`config.mk`:
```
export PLATFORM = sky130hd
export DESIGN_NAME = md_issue_ctrl_flat
export DESIGN_NICKNAME = d
export VERILOG_FILES = /design/src/rtl/md_issue_ctrl_if.sv /design/src/rtl/md_issue_ctrl.sv /design/src/flat_wrapper.sv
export SDC_FILE = /design/constraint.sdc
export NUM_CORES = 1
export LEC_CHECK = 0
export BUFFER_PORTS_ARGS = -buffer_cell sky130_fd_sc_hd__buf_2
export CORE_ASPECT_RATIO = 0.5
export CORE_UTILIZATION = 50
export CTS_CLUSTER_SIZE = 8
export DETAILED_ROUTE_END_ITERATION = 8
export HOLD_SLACK_MARGIN = 0.03
export PLACE_DENSITY = 0.87
export REMOVE_ABC_BUFFERS = 1
export SYNTH_ARGS = -nofsm -noshare
export SYNTH_HDL_FRONTEND = slang
export SYNTH_SLANG_ARGS = --single-unit
```
`constraint.sdc`:
```
create_clock -name clock -period 6.1 [get_ports clock]
set_clock_uncertainty 0.05 [all_clocks]
set_input_delay 1.83 -clock clock [delete_from_list [all_inputs] [get_ports clock]]
set_output_delay 1.83 -clock clock [all_outputs]
set_load 0.02 [all_outputs]
```
`src/rtl/md_issue_ctrl_if.sv`:
```
// Bundle between the D/X latch, the multiply/divide unit, the X/M latch and the
// mult/div issue sequencer. The sequencer uses the slave side.
interface md_issue_ctrl_if;
   logic        issue_mult;
   logic        issue_div;
   logic        flush;
   logic [31:0] op_a;
   logic [31:0] op_b;
   logic [4:0]  op_rd;
   logic [31:0] md_result;
   logic        md_exception;
   logic        md_ready;
   logic [31:0] md_op_a;
   logic [31:0] md_op_b;
   logic        ctrl_MULT;
   logic        ctrl_DIV;
   logic        stall;
   logic        busy;
   logic        wb_valid;
   logic        wb_we;
   logic [4:0]  wb_rd;
   logic [31:0] wb_data;
   logic        timeout_err;

   modport master (
      output issue_mult, issue_div, flush, op_a, op_b, op_rd,
             md_result, md_exception, md_ready,
      input  md_op_a, md_op_b, ctrl_MULT, ctrl_DIV, stall, busy,
             wb_valid, wb_we, wb_rd, wb_data, timeout_err
   );

   modport slave (
      input  issue_mult, issue_div, flush, op_a, op_b, op_rd,
             md_result, md_exception, md_ready,
      output md_op_a, md_op_b, ctrl_MULT, ctrl_DIV, stall, busy,
             wb_valid, wb_we, wb_rd, wb_data, timeout_err
   );
endinterface

```
`src/rtl/md_issue_ctrl.sv`:
```
// Issue sequencer for the shared multiply/divide unit: captures the op, pulses start,
// stalls the front end until result or timeout, then emits one writeback beat.
module md_issue_ctrl #(
   parameter int TIMEOUT   = 40,
   parameter int MULT_CODE = 4,
   parameter int DIV_CODE  = 5
) (
   input  logic           clock,
   input  logic           reset,
   md_issue_ctrl_if.slave bus
);
   localparam int CW = $clog2(TIMEOUT + 1);
   localparam logic [CW-1:0] TIMEOUT_CNT = CW'(TIMEOUT);
   localparam logic [CW-1:0] CNT_ONE     = CW'(1);

   localparam logic [1:0] ST_IDLE  = 2'd0;
   localparam logic [1:0] ST_START = 2'd1;
   localparam logic [1:0] ST_WAIT  = 2'd2;
   localparam logic [1:0] ST_DONE  = 2'd3;

   logic [1:0]    r_state;
   logic [1:0]    w_state_nxt;
   logic [CW-1:0] r_cnt;
   logic          r_is_mult;
   logic          r_ctrl_mult;
   logic          r_ctrl_div;
   logic          r_timeout_err;
   logic [31:0]   r_op_a;
   logic [31:0]   r_op_b;
   logic [4:0]    r_op_rd;
   logic [4:0]    r_wb_rd;
   logic [31:0]   r_wb_data;
   logic          w_issue;
   logic          w_accept;
   logic          w_timeout;
   logic          w_wb_valid;

   // $rstatus code reported for a failed op of the given type
   function automatic logic [31:0] exc_code(input logic is_mult);
      return is_mult ? 32'(MULT_CODE) : 32'(DIV_CODE);
   endfunction

   assign w_issue   = (bus.issue_mult | bus.issue_div) & ~bus.flush;
   assign w_accept  = (r_state == ST_IDLE) & w_issue;
   assign w_timeout = (r_cnt == TIMEOUT_CNT) & ~bus.md_ready;

   // Next-state decode; flush abandons the op from START or WAIT
   always_comb begin
      w_state_nxt = r_state;
      case (r_state)
         ST_IDLE: begin
            if (w_issue) w_state_nxt = ST_START;
            else         w_state_nxt = ST_IDLE;
         end
         ST_START: begin
            if (bus.flush) w_state_nxt = ST_IDLE;
            else           w_state_nxt = ST_WAIT;
         end
         ST_WAIT: begin
            if (bus.flush)                       w_state_nxt = ST_IDLE;
            else if (bus.md_ready || w_timeout)  w_state_nxt = ST_DONE;
            else                                 w_state_nxt = ST_WAIT;
         end
         ST_DONE:  w_state_nxt = ST_IDLE;
         default:  w_state_nxt = ST_IDLE;
      endcase
   end

   // State, operand capture, start pulses, wait counter and writeback capture
   always_ff @(posedge clock or negedge reset) begin
      if (!reset) begin
         r_state       <= ST_IDLE;
         r_cnt         <= '0;
         r_is_mult     <= 1'b0;
         r_ctrl_mult   <= 1'b0;
         r_ctrl_div    <= 1'b0;
         r_timeout_err <= 1'b0;
         r_op_a        <= 32'd0;
         r_op_b        <= 32'd0;
         r_op_rd       <= 5'd0;
         r_wb_rd       <= 5'd0;
         r_wb_data     <= 32'd0;
      end else begin
         r_state     <= w_state_nxt;
         r_ctrl_mult <= w_accept & bus.issue_mult;
         r_ctrl_div  <= w_accept & ~bus.issue_mult;
         if (w_accept) begin
            r_op_a    <= bus.op_a;
            r_op_b    <= bus.op_b;
            r_op_rd   <= bus.op_rd;
            r_is_mult <= bus.issue_mult;
         end
         if (r_state == ST_START) begin
            r_cnt <= '0;
         end else if ((r_state == ST_WAIT) && (r_cnt != TIMEOUT_CNT)) begin
            r_cnt <= r_cnt + CNT_ONE;
         end
         // A ready on the timeout cycle still counts as a normal completion
         if ((r_state == ST_WAIT) && !bus.flush) begin
            if (bus.md_ready) begin
               r_wb_rd   <= bus.md_exception ? 5'd30 : r_op_rd;
               r_wb_data <= bus.md_exception ? exc_code(r_is_mult) : bus.md_result;
            end else if (w_timeout) begin
               r_wb_rd       <= 5'd30;
               r_wb_data     <= exc_code(r_is_mult);
               r_timeout_err <= 1'b1;
            end
         end
      end
   end

   assign w_wb_valid = (r_state == ST_DONE) & ~bus.flush;

   // Issue-cycle stall is combinational so D/X holds the op being captured
   assign bus.stall       = reset & ((r_state == ST_START) | (r_state == ST_WAIT) | w_accept);
   assign bus.busy        = (r_state != ST_IDLE);
   assign bus.ctrl_MULT   = r_ctrl_mult;
   assign bus.ctrl_DIV    = r_ctrl_div;
   assign bus.md_op_a     = r_op_a;
   assign bus.md_op_b     = r_op_b;
   assign bus.wb_valid    = w_wb_valid;
   assign bus.wb_we       = w_wb_valid & (r_wb_rd != 5'd0);
   assign bus.wb_rd       = r_wb_rd;
   assign bus.wb_data     = r_wb_data;
   assign bus.timeout_err = r_timeout_err;
endmodule
```
`src/flat_wrapper.sv`:
```
// flat-port wrapper written by rule: the top's interface ports become plain ports
module md_issue_ctrl_flat 
#(
   parameter int TIMEOUT   = 40,
   parameter int MULT_CODE = 4,
   parameter int DIV_CODE  = 5
)
  (clock, reset, bus_issue_mult, bus_issue_div, bus_flush, bus_op_a, bus_op_b, bus_op_rd, bus_md_result, bus_md_exception, bus_md_ready, bus_md_op_a, bus_md_op_b, bus_ctrl_MULT, bus_ctrl_DIV, bus_stall, bus_busy, bus_wb_valid, bus_wb_we, bus_wb_rd, bus_wb_data, bus_timeout_err);
  md_issue_ctrl_if bus_i ();
  input  logic clock;
  input  logic reset;
  input wire logic [$bits(bus_i.issue_mult)-1:0] bus_issue_mult;
  input wire logic [$bits(bus_i.issue_div)-1:0] bus_issue_div;
  input wire logic [$bits(bus_i.flush)-1:0] bus_flush;
  input wire logic [$bits(bus_i.op_a)-1:0] bus_op_a;
  input wire logic [$bits(bus_i.op_b)-1:0] bus_op_b;
  input wire logic [$bits(bus_i.op_rd)-1:0] bus_op_rd;
  input wire logic [$bits(bus_i.md_result)-1:0] bus_md_result;
  input wire logic [$bits(bus_i.md_exception)-1:0] bus_md_exception;
  input wire logic [$bits(bus_i.md_ready)-1:0] bus_md_ready;
  output wire logic [$bits(bus_i.md_op_a)-1:0] bus_md_op_a;
  output wire logic [$bits(bus_i.md_op_b)-1:0] bus_md_op_b;
  output wire logic [$bits(bus_i.ctrl_MULT)-1:0] bus_ctrl_MULT;
  output wire logic [$bits(bus_i.ctrl_DIV)-1:0] bus_ctrl_DIV;
  output wire logic [$bits(bus_i.stall)-1:0] bus_stall;
  output wire logic [$bits(bus_i.busy)-1:0] bus_busy;
  output wire logic [$bits(bus_i.wb_valid)-1:0] bus_wb_valid;
  output wire logic [$bits(bus_i.wb_we)-1:0] bus_wb_we;
  output wire logic [$bits(bus_i.wb_rd)-1:0] bus_wb_rd;
  output wire logic [$bits(bus_i.wb_data)-1:0] bus_wb_data;
  output wire logic [$bits(bus_i.timeout_err)-1:0] bus_timeout_err;
  assign bus_i.issue_mult = bus_issue_mult;
  assign bus_i.issue_div = bus_issue_div;
  assign bus_i.flush = bus_flush;
  assign bus_i.op_a = bus_op_a;
  assign bus_i.op_b = bus_op_b;
  assign bus_i.op_rd = bus_op_rd;
  assign bus_i.md_result = bus_md_result;
  assign bus_i.md_exception = bus_md_exception;
  assign bus_i.md_ready = bus_md_ready;
  assign bus_md_op_a = bus_i.md_op_a;
  assign bus_md_op_b = bus_i.md_op_b;
  assign bus_ctrl_MULT = bus_i.ctrl_MULT;
  assign bus_ctrl_DIV = bus_i.ctrl_DIV;
  assign bus_stall = bus_i.stall;
  assign bus_busy = bus_i.busy;
  assign bus_wb_valid = bus_i.wb_valid;
  assign bus_wb_we = bus_i.wb_we;
  assign bus_wb_rd = bus_i.wb_rd;
  assign bus_wb_data = bus_i.wb_data;
  assign bus_timeout_err = bus_i.timeout_err;
  md_issue_ctrl #(.TIMEOUT(TIMEOUT), .MULT_CODE(MULT_CODE), .DIV_CODE(DIV_CODE)) u_core (.clock(clock), .reset(reset), .bus(bus_i));
endmodule
```
==> qor.txt <==
============================================================================
Outcome                                                         complete, but fails checks
Hold Fails Final Rpt                                                       0
Number of vias per cell                                                 5.17
Maximum buffer depth of the clock tree                                     2
Category of the most critical setup path                           in -> out
Data arrival time of the worst path                                  2.63 ns
Critical Path Sink Type                                          output port
Sink Count                                                               118
Antenna Diode Count                                                        0
Row Count                                                                 24
Synth warn                                                                 0
Global-route usage over all layers                                     23.7%
Remaining global-route overflow                                            0
Core area                                                          8860 um^2
Residual DRC count                                                        13
TritonCTS clock tree                                                   built
DIE HEIGHT                                                           70.2 um
Number of synthesized flops with an enable pin                             0
DIE WIDTH                                                             138 um
CTS resizes                                                                0
Wirelength, routed                                                   10.9 mm
Initial core utilization                                               52.5%
Maximum vdd ir drop                                                   262 uV
Layout Utilization                                                     72.7%
Post-DP HPWL                                                         7.22 mm
Detailed-route via count                                                3392
# placed instances                                                       624
Post-layout nets                                                         641
Instance area at placement                                         5800 um^2
Largest net degree at the start of global routing                         79
Area of the mapped netlist                                         4650 um^2
Max-capacitance violation count                                            0
Share of the yosys chip area belonging to registers                    63.5%
Worst-path maximum fanout                                                  4
Failing checks                                                           DRC
WP data required                                                     4.22 ns
Worst-case hold slack                                               0.434 ns
Number of levels the H-tree was split into                                 4
First-pass GRT wire length                                           17.6 mm
Share of layout cells above drive strength 1                           63.1%
Final setup fails                                                          0
Final cell count without fillers                                         656
P&R area growth vs syn                                                 38.6%
Number of clock buffers inserted by TritonCTS                             17
Min-delay worst type                                              reg -> reg
Number of global-route vias before repair                               3555
Cell area after layout                                             6440 um^2
Post-route ant nets                                                        0
Distinct cell type count after synthesis                                  35
Ratio of final minimum period to clock period                          73.9%
RePlAce Congestion                                                     0.897
Average size of a mapped cell                                      15.2 um^2
Count of pins over their slew limit                                        0
Number of instances in the synthesized netlist                           306
Upper clock frequency limit                                          222 MHz
Power density normalized to cell area                            401 nW/um^2
Number of ports placed on the die boundary                               216
Final period demand of the worst path                                4.51 ns
Violation count after the first detailed-routing iteration               175
Number of inserted filler cells in the final layout                      588
CTS hold repair buffers                                                    0
Total of flip-flops plus latches after synthesis                         118
Unrepaired setup endpoints after global routing                        false
Fraction of registers with async set or reset after synthesis           100%
Slew at the pin with the worst max-slew slack                        1.20 ns
Wire per inst                                                        16.6 um
Area of the die                                                    9710 um^2
Leakage Power                                                        3.31 nW
Sort of element at the start of the critical path                 input port
Clock Latency Late Sink                                              0.40 ns
Worst slew slack as a fraction of its limit                            19.4%
DR pass1 iterations                                                        6
Root buffer selected by CTS                                        clkbuf_16
Postcts setup bufs                                                         0
Most used flip-flop cell after synthesis                             dfrtp_1
Antenna violations before repair                                           0
Worst-path clk slew                                                  0.05 ns
Count of buffers inserted at the top-level ports                         215
============================================================================
stage by stage:
step                setup slack, ns  TNS, ns  power [mW]
global route                   1.48        0        2.69
floorplan                    -0.709   -0.709        1.31
global placement               1.59        0        1.51
CTS                            1.58        0        2.60
detailed placement             1.59        0        1.53
finish                         1.59        0        2.58
final timing paths:
path,from,to,slack (ns),cells past startpoint
max,bus_issue_mult,bus_stall,1.59,5
min,u_core.bus.md_op_b[25],u_core.bus.md_op_b[25],0.43,1
max reg2reg,u_core.r_state[0],u_core.bus.wb_data[30],3.59,5
min reg2reg,u_core.bus.md_op_b[25],u_core.bus.md_op_b[25],0.43,1
max in group asynchronous,reset,u_core.r_op_rd[2],3.27,2
min in group asynchronous,reset,u_core.bus.ctrl_DIV,1.36,1
logic make-up (layout without fill, tap and decap cells):
family	after synthesis	in the layout	share of synthesized area (%)
adder cells (fa/ha/maj)	7	7	1.88
AND/OR/NAND/NOR	31	31	3.74
flip-flops	118	118	63.5
buffers and inverters	27	260	3.04
XOR/XNOR	2	2	0.377
multiplexers	73	73	17.7
AO/OA/AOI/OAI	48	48	9.67
power breakdown:
group | switching [mW] | internal [mW] | leakage [nW]
Sequential | 0.0674 | 0.917 | 1.45
Clock | 0.332 | 0.736 | 0.316
Combinational | 0.306 | 0.226 | 1.54
cell usage after synthesis, drive strengths merged, types with 3 or more instances:
cell	count	area share [%]
dfrtp	118	64
nand3	3	0.32
clkbuf	4	0.32
ha	7	1.9
a21oi	3	0.32
nor2b	4	0.54
nor2	7	0.57
a22o	31	6.5
a2bb2oi	5	0.94
buf	12	1.8
mux2	72	18
nand2	3	0.24
inv	11	0.89
nand2b	3	0.40
cells in the final DEF (no fill, tap or decap), types with 4 or more instances in the layout:
cell / Yosys / routed
buf_2: 8 / 214
dfrtp_1: 118 / 118
mux2_2: 62 / 62
a22o_2: 25 / 25
clkbuf_16: 0 / 17
inv_1: 11 / 11
mux2_1: 9 / 9
nor2_1: 7 / 7
ha_1: 7 / 7
a22o_1: 6 / 6
a2bb2oi_1: 5 / 5
clkbuf_8: 0 / 5
bufinv_16: 0 / 4
registers in the layout (all words and copies together) (netlist names), 2 cells and up:
register	flops
u_core.bus.md_op_a	32
u_core.bus.md_op_b	32
u_core.bus.wb_data	32
u_core.r_cnt	6
u_core.bus.wb_rd	5
u_core.r_op_rd	5
u_core.r_state	2
critical path: stages:
cell    delay, ns
buf_2        0.13
nor2_1       0.29
nor3_4       0.07
o21a_1       0.17
buf_2        0.15
routing by layer:
| layer | GRT usage [%] | up-vias | part of all wire (%) | wire length (um) |
|---|---|---|---|---|
| li1 | - | 1544 | - | - |
| met1 | 27.2 | 1698 | 40 | 4320 |
| met2 | 41.6 | 118 | 53 | 5830 |
| met3 | 5.14 | 32 | 3.5 | 385 |
| met4 | 13.9 | 0 | 3.4 | 366 |
| met5 | 0 | - | 0 | 0 |
area by class of cell:
type	count	area [um^2]	area share (%)
flip-flops and latches	118	2950	45.9
multi-input cells	161	1560	24.2
repair buffers	217	1090	17.0
clock buffers	24	502	7.79
well taps	117	146	2.27
clock inverters	8	143	2.21
inverters	11	41.3	0.641
Power figures use the tool's default switching activity.
